File: src/rtl/fifo_credit_tx_pkg.sv
// rtl/fifo_credit_tx_pkg.sv - shared types and helpers for the credit transmitter
package fifo_credit_tx_pkg;

  typedef enum logic [1:0] {
    RUN   = 2'd0,
    STALL = 2'd1,
    ERROR = 2'd2
  } credit_state_t;

  // Counter must hold 0..num inclusive.
  function automatic int credit_width(input int num);
    return $clog2(num + 1);
  endfunction

endpackage

File: src/rtl/fifo_credit_tx_credit_counter.sv
// rtl/fifo_credit_tx_credit_counter.sv - saturating up/down credit counter with illegal-return flag
module credit_counter
  import fifo_credit_tx_pkg::*;
#(
  parameter int MAX = 128,
  parameter int W   = credit_width(MAX)
) (
  input  logic         clk,
  input  logic         rst,
  input  logic         inc_i,
  input  logic         dec_i,
  output logic [W-1:0] count_o,
  output logic [W-1:0] count_d_o,
  output logic         illegal_o
);

  logic [W-1:0] count_q;
  logic [W-1:0] count_d;
  logic         illegal;
  logic         underflow;

  always_comb begin
    illegal   = inc_i && !dec_i && (count_q == W'(MAX));
    underflow = dec_i && !inc_i && (count_q == '0);
    count_d   = count_q;
    if (!illegal && !underflow)
      count_d = count_q + W'(inc_i) - W'(dec_i);
  end

  always_ff @(posedge clk or posedge rst) begin
    if (rst) count_q <= W'(MAX);
    else     count_q <= count_d;
  end

  assign count_o   = count_q;
  assign count_d_o = count_d;
  assign illegal_o = illegal;

endmodule

File: src/rtl/fifo_credit_tx.sv
// rtl/fifo_credit_tx.sv - credit-gated front end forwarding a valid/ready stream into a FIFO write port
module fifo_credit_tx
  import fifo_credit_tx_pkg::*;
#(
  parameter int NUM   = 128,
  parameter int WIDTH = 32
) (
  input  logic                     clk,
  input  logic                     rst,
  input  logic [WIDTH-1:0]         IN_data,
  input  logic                     IN_valid,
  output logic                     OUT_ready,
  output logic [WIDTH-1:0]         OUT_data,
  output logic                     OUT_valid,
  input  logic                     IN_pop,
  output logic [$clog2(NUM+1)-1:0] OUT_credits,
  output logic                     OUT_overflow
);

  localparam int CW = credit_width(NUM);

  credit_state_t    state_q;
  logic [WIDTH-1:0] data_q;
  logic             valid_q;
  logic             overflow_q;
  logic [CW-1:0]    credits_q;
  logic [CW-1:0]    credits_d;
  logic             illegal;
  logic             send;
  logic             refund;

  assign OUT_ready = (credits_q != '0) && !overflow_q;
  assign send      = IN_valid && OUT_ready;
  // Once in error the pop input is still accepted but must not move the count.
  assign refund    = IN_pop && !overflow_q;

  credit_counter #(.MAX(NUM), .W(CW)) u_credit_counter (
    .clk       (clk),
    .rst       (rst),
    .inc_i     (refund),
    .dec_i     (send),
    .count_o   (credits_q),
    .count_d_o (credits_d),
    .illegal_o (illegal)
  );

  always_ff @(posedge clk or posedge rst) begin
    if (rst) begin
      state_q    <= RUN;
      data_q     <= '0;
      valid_q    <= 1'b0;
      overflow_q <= 1'b0;
    end else begin
      valid_q <= send;
      if (send) data_q <= IN_data;
      if (illegal) begin
        overflow_q <= 1'b1;
        state_q    <= ERROR;
      end else begin
        case (state_q)
          RUN:     if (credits_d == '0) state_q <= STALL;
          STALL:   if (credits_d != '0) state_q <= RUN;
          ERROR:   state_q <= ERROR;
          default: state_q <= RUN;
        endcase
      end
    end
  end

  assign OUT_data     = data_q;
  assign OUT_valid    = valid_q;
  assign OUT_credits  = credits_q;
  assign OUT_overflow = overflow_q;

endmodule

File: config.mk
export PLATFORM = sky130hd
export DESIGN_NAME = fifo_credit_tx
export DESIGN_NICKNAME = d
export VERILOG_FILES = /design/src/rtl/fifo_credit_tx_pkg.sv /design/src/rtl/fifo_credit_tx_credit_counter.sv /design/src/rtl/fifo_credit_tx.sv
export SDC_FILE = /design/constraint.sdc
export NUM_CORES = 1
export LEC_CHECK = 0
export ABC_AREA = 0
export CAP_MARGIN = 10
export CORE_UTILIZATION = 40
export DETAILED_ROUTE_END_ITERATION = 7
export DONT_BUFFER_PORTS = 1
export GPL_TIMING_DRIVEN = 0
export MAX_ROUTING_LAYER = met4
export PLACE_DENSITY = 0.57
export SYNTH_ARGS = -nofsm -noshare
export SYNTH_HDL_FRONTEND = slang
export SYNTH_HIERARCHICAL = 1
export SYNTH_SLANG_ARGS = --single-unit
File: constraint.sdc
create_clock -name clk -period 3.5 [get_ports clk]
set_input_delay 0.35 -clock clk [delete_from_list [all_inputs] [get_ports clk]]
set_output_delay 0.35 -clock clk [all_outputs]
set_load 0.005 [all_outputs]
Word level (Yosys, flattened, before mapping)
Cells that the tools add are included.
- bits in registers: 42
- latch bits: 0
- RAM bits: 0
- ROM bits: 0
- bits of input ports: 36
- output and inout bits: 43
- word-level logic and storage cells: 22
- memories: 0
- $add $sub $neg: 2
- $mul: 0
- div/mod/pow operators: 0
- order comparisons: 0
- equality and inequality tests: 1
- shift-type cells: 0
- mux-type cells: 0
- bitwise logic cells: 0
- reductions and logical operators: 15
- operators with widths (kind ; count):
    adder 8 x 1 -> 8 bit ; 1
    == test 8 bit (second input constant) ; 1
    logical AND 1 bit ; 8
    logical NOT 8 bit ; 1
    nonzero test 8 bit ; 1
    subtractor 8 x 1 -> 8 bit ; 1
    logical NOT 1 bit ; 5

Depth between registers and ports, before layout
- word-level depth: 8
- mapped depth: 12
- depth with buffers taken out: 11

Hierarchy
The synthesis kept the hierarchy.
- by module, submodules not included (module ; times used ; cells each ; area an instance (µm²) ; sequential area each (µm²)):
    fifo_credit_tx ; 1 ; 77 ; 1423.9 ; 850.8
    credit_counter ; 1 ; 79 ; 740.7 ; 201.4

Worst setup path before layout
OpenSTA, ideal clock, no wires.
- kind: register -> register
- from: register u_credit_counter.count_q[1] (netlist: u_credit_counter/count_o[1])
- to: register u_credit_counter.count_q[6] (netlist: u_credit_counter/count_o[6])
- library setup time: 0.145 ns
- arrival: 2.764 ns
- data required time: 3.355 ns
- path slack: 0.591 ns
- stages on the path, launching flop included: 13
- path buffers: 1
- period minus slack after synthesis: 2.909 ns
- path through: dfrtp_1 > nor4_2 > a21oi_2 > buf_6 > ha_1 > inv_1 > ha_1 > inv_1 > fa_1 > nor2b_1 > o311ai_1 > a2111oi_0 > a221oi_1
- longest elaborated chain between the ends: 8
- elaborated cells on any way between the ends: 15
- those cells by class: 2 x add/sub; 1 x eq/ne; 12 x reduce/logical
- RTL lines (what ; line ; RTL):
    start, declared ; fifo_credit_tx_credit_counter.sv:17 ; logic [W-1:0] count_q;
    start signal, assigned ; fifo_credit_tx_credit_counter.sv:31 ; if (rst) count_q <= W'(MAX);
    start signal, assigned ; fifo_credit_tx_credit_counter.sv:32 ; else count_q <= count_d;
    nonzero test 8 bit (*) ; fifo_credit_tx.sv:32 ; assign OUT_ready = (credits_q != '0) && !overflow_q;
    logical AND 1 bit (*) ; fifo_credit_tx.sv:32 ;
    logical AND 1 bit (*) ; fifo_credit_tx.sv:33 ; assign send = IN_valid && OUT_ready;
    via send ; fifo_credit_tx.sv:29 ; logic send;
    parallel branches: the longest is 5 deep, another holds subtractor 8 x 1 -> 8 bit ; n/a ;
Mark *: on every way through the listed nets, which the timed path passes.
A chain may end at the register's enable or synchronous reset.

Final worst setup path
- from: register u_credit_counter.count_q[7] (netlist: u_credit_counter/count_o[7])
- to: register u_credit_counter.count_q[6] (netlist: u_credit_counter/count_o[6])
Same word-level chain as after synthesis.

==> impl_metrics.toml <==
[run_status]
status = "completed"

[routing]
drcViolationCount = 0
via_count = 1269
drt.antenna.violating_nets = 0
detail_route.vias_per_cell = 5.35
route.final.wire_length_um = 4170
detail_route.first_pass.iterations = 3
wire_per_inst_um = 17.6
first_iter_violations = 28

[worst_setup_path]
worst_path_max_delay_cell = "sky130_fd_sc_hd__dfstp_2"
start_kind = "flip-flop"
crit_fanout = 13
crit_path_max_incr_delay_ns = 0.62
crit_path_cell_trace = "nor4_4, a21oi_2, buf_6, ha_1, inv_1, ha_1, inv_1, fa_1, nor2b_1, o311ai_1, a2111oi_0, a221oi_1"
worst_ep_required_time_ns = 3.66
worstPathBufferInverterCount = 3
critPathArrivalTime_ns = 3.45
cp_top_family = "compound AO/OA/AOI/OAI gates"
cp-end-kind = "flip-flop"
critical_path_class = "flip-flop to flip-flop"

[power]
p_switching_uw = 832
highest_ir_drop_seen_on_vdd_uv = 493
power_frac_seq_pct = 39.3
powerDensity_mw_per_mm2 = 898
internal_power_uw = 1320
power.total_uw = 2150
clock_power_share_pct = 15.1
p_comb_share_pct = 45.6
power.static_leakage_uw = 0.00112
power_switching_share_pct = 38.7

[synth]
synth_top_area_share_pct = 47.4
syn_avg_cell_area_um2 = 13.9
yosysSeqAreaShare_pct = 48.6
post_synth_most_frequent_cells = "sky130_fd_sc_hd__dfrtp_1, sky130_fd_sc_hd__mux2_4, sky130_fd_sc_hd__inv_1"
netlist-cell-type-count = 39
ys_dominant_reg_cell = "sky130_fd_sc_hd__dfrtp_1"
synth.area.top_cells = "sky130_fd_sc_hd__dfrtp_1, sky130_fd_sc_hd__mux2_4, sky130_fd_sc_hd__ha_1"
yosys.area.top_type = "sky130_fd_sc_hd__dfrtp_1"
synth_cells = 156
synth-seq-cells = 42
async_flop_share_pct = 100
syn_nets = 205
synthMostInstantiatedCell = "sky130_fd_sc_hd__dfrtp_1"
synth-warning-count = 6
synth-edff-count = 0
post_synth_instance_area_mm2 = 0.00216

[global_routing]
grt_start_max_net_pins = 35
first_pass_grt_wire_length_um = 6020
grt_antenna_before_repair = 0
first_global_vias = 1241
global_route.overflow_total = 0
grt_util_all_layers_pct = 14.8

[timing]
max_freq_mhz = 304
fin_worst_hold_slack_ns = 0.193
final.setup.worst_slack_ns = 0.206
finalWorstPathRequiredPeriod_ns = 3.29
hold_viol_final = 0
worst_slew_margin_relative_to_its_limit_pct = 63.5
setup_skew_ns = 0.00726
setup_viol_count_final = 0
report.final.slew_viol_count = 0
final.period_utilization_pct = 94.1
setup_total_negative_slack_ns = 0
unrepaired_setup_endpoints_after_global_routing = "false"
max_slew.worst_pin.slew_ns = 0.540

[cells_and_area]
diodes = 0
num-nets-final = 215
post_route_cells_drive_above_1_share_pct = 33.5
postLayoutCoreUtil_pct = 46.3
synthToLayoutAreaGrowth_pct = 10.6

[clock_network]
clock_sink_count = 42
path_clk_slew_ns = 0.09
cts_htree_levels = 2
post-cts-setup-buffers = 0
tritoncts.num_buffers = 5
ctsRootBufferMaster = "sky130_fd_sc_hd__clkbuf_8"
cts_tree = "done"
clock_tree_buf_depth = 2
clock_latency_ns = 0.30

[placed_design]
globalplace.congestion = 0.870
place_worst_setup_slack_ns = 0.152
place.detailed.hpwl_um = 3180
port_buffers = 0

[floorplanning]
floorplan.rows = 26
overall_die_area_mm2 = 0.00571
core_area_mm2 = 0.00517
initial_utilization_pct = 41.8
die_y_um = 75.6
floorplan.die.width_um = 75.6
boundaryPins = 79

[job]
max-cap-violations = 0

[worst_hold_path]
holdCritPathClass = "input port to flip-flop"
## final cells by class
| type | count | area [um2] |
|---|---|---|
| flip-flops and latches | 42 | 1050 |
| clock inverters | 3 | 23.8 |
| fillers | 457 | 2780 |
| well taps | 70 | 87.6 |
| clock buffers | 5 | 68.8 |
| multi-input cells | 95 | 1020 |
| inverters | 15 | 56.3 |
| plain buffers | 4 | 41.3 |
| repair buffers | 3 | 40.0 |
## cells by family (layout without fill, tap and decap cells)
family                     after synthesis  in the layout  synth area share (%)
xor gates and xnor gates                 3              3                  1.21
adders and majority gates               13             13                  7.86
DFF                                     42             42                  48.6
muxes                                   33             33                  22.1
AOI/OAI and AO/OA                       21             21                  7.80
buffers and inverters                   19             30                  4.51
and+or+nand+nor                         25             25                  7.86
## through the flow
| step | instances | instance area [um2] |
|---|---|---|
| 2_1_floorplan | 156 | 2160 |
| 3_3_place_gp | 226 | 2250 |
| 3_5_place_dp | 226 | 2250 |
| 4_1_cts | 235 | 2350 |
| 5_1_grt | 237 | 2390 |
| 6_report | 237 | 2390 |
## layer usage
| layer | wire, um | track usage, % |
|---|---|---|
| met3 | 378 | 5.29 |
| met2 | 2060 | 23.7 |
| met1 | 1680 | 17.2 |
| met5 | 0 | - |
| met4 | 50 | 5.35 |
## power groups by stage
stage	clock [uW]	combinational [uW]	sequential (uW)
finish	325	980	845
global route	361	1090	874
CTS	336	983	844
detailed placement	0	977	849
global placement	0	934	843
floorplan	0	827	795
## what timing repair did
action | in CTS | in global routing
setup endpoints to repair | 0 | 1
resized for setup | 0 | 1
endpoints found under the hold margin | 7 | 6
hold buffers | 1 | 1
## path summary, 6_finish.rpt
path / startpoint / to / slack [ns] / cells past startpoint
setup / recovery: u_credit_counter/count_o[7]$_DFF_PP1_ / u_credit_counter/count_o[6]$_DFF_PP0_ / 0.21 / 12
hold / removal: IN_data[26] / OUT_data[26]$_DFFE_PP0P_ / 0.19 / 1
setup reg to reg: u_credit_counter/count_o[7]$_DFF_PP1_ / u_credit_counter/count_o[6]$_DFF_PP0_ / 0.21 / 12
hold reg to reg: OUT_data[0]$_DFFE_PP0P_ / OUT_data[0]$_DFFE_PP0P_ / 0.54 / 1
max in group asynchronous: rst / OUT_data[16]$_DFFE_PP0P_ / 2.69 / 3
min in group asynchronous: rst / OUT_data[28]$_DFFE_PP0P_ / 0.43 / 2
## placed cells by master, fill, tap and decap left out, drive strengths merged
master	count
mux2i	1
nand2	1
a21o	4
o21ai	2
or2	1
dlygate4sd3	2
clkinvlp	2
dfrtp	41
a221oi	2
a2111oi	2
o311ai	1
nand2b	2
and2b	2
a211oi	1
xor2	1
mux2	32
nor3b	1
clkbuf	5
nor2	9
fa	1
or4	1
xnor2	2
nor2b	3
dfstp	1
ha	12
o41ai	1
clkinv	1
nand3b	2
o21ba	1
nand4bb	1
buf	5
inv	15
a21oi	6
a31o	1
nor4	2
## state kept, by name, summed over array words and instances (netlist names)
register	flops
OUT_valid	1
OUT_data	32
OUT_overflow	1
u_credit_counter/count_o	8
(Power assumes the default switching activity.)
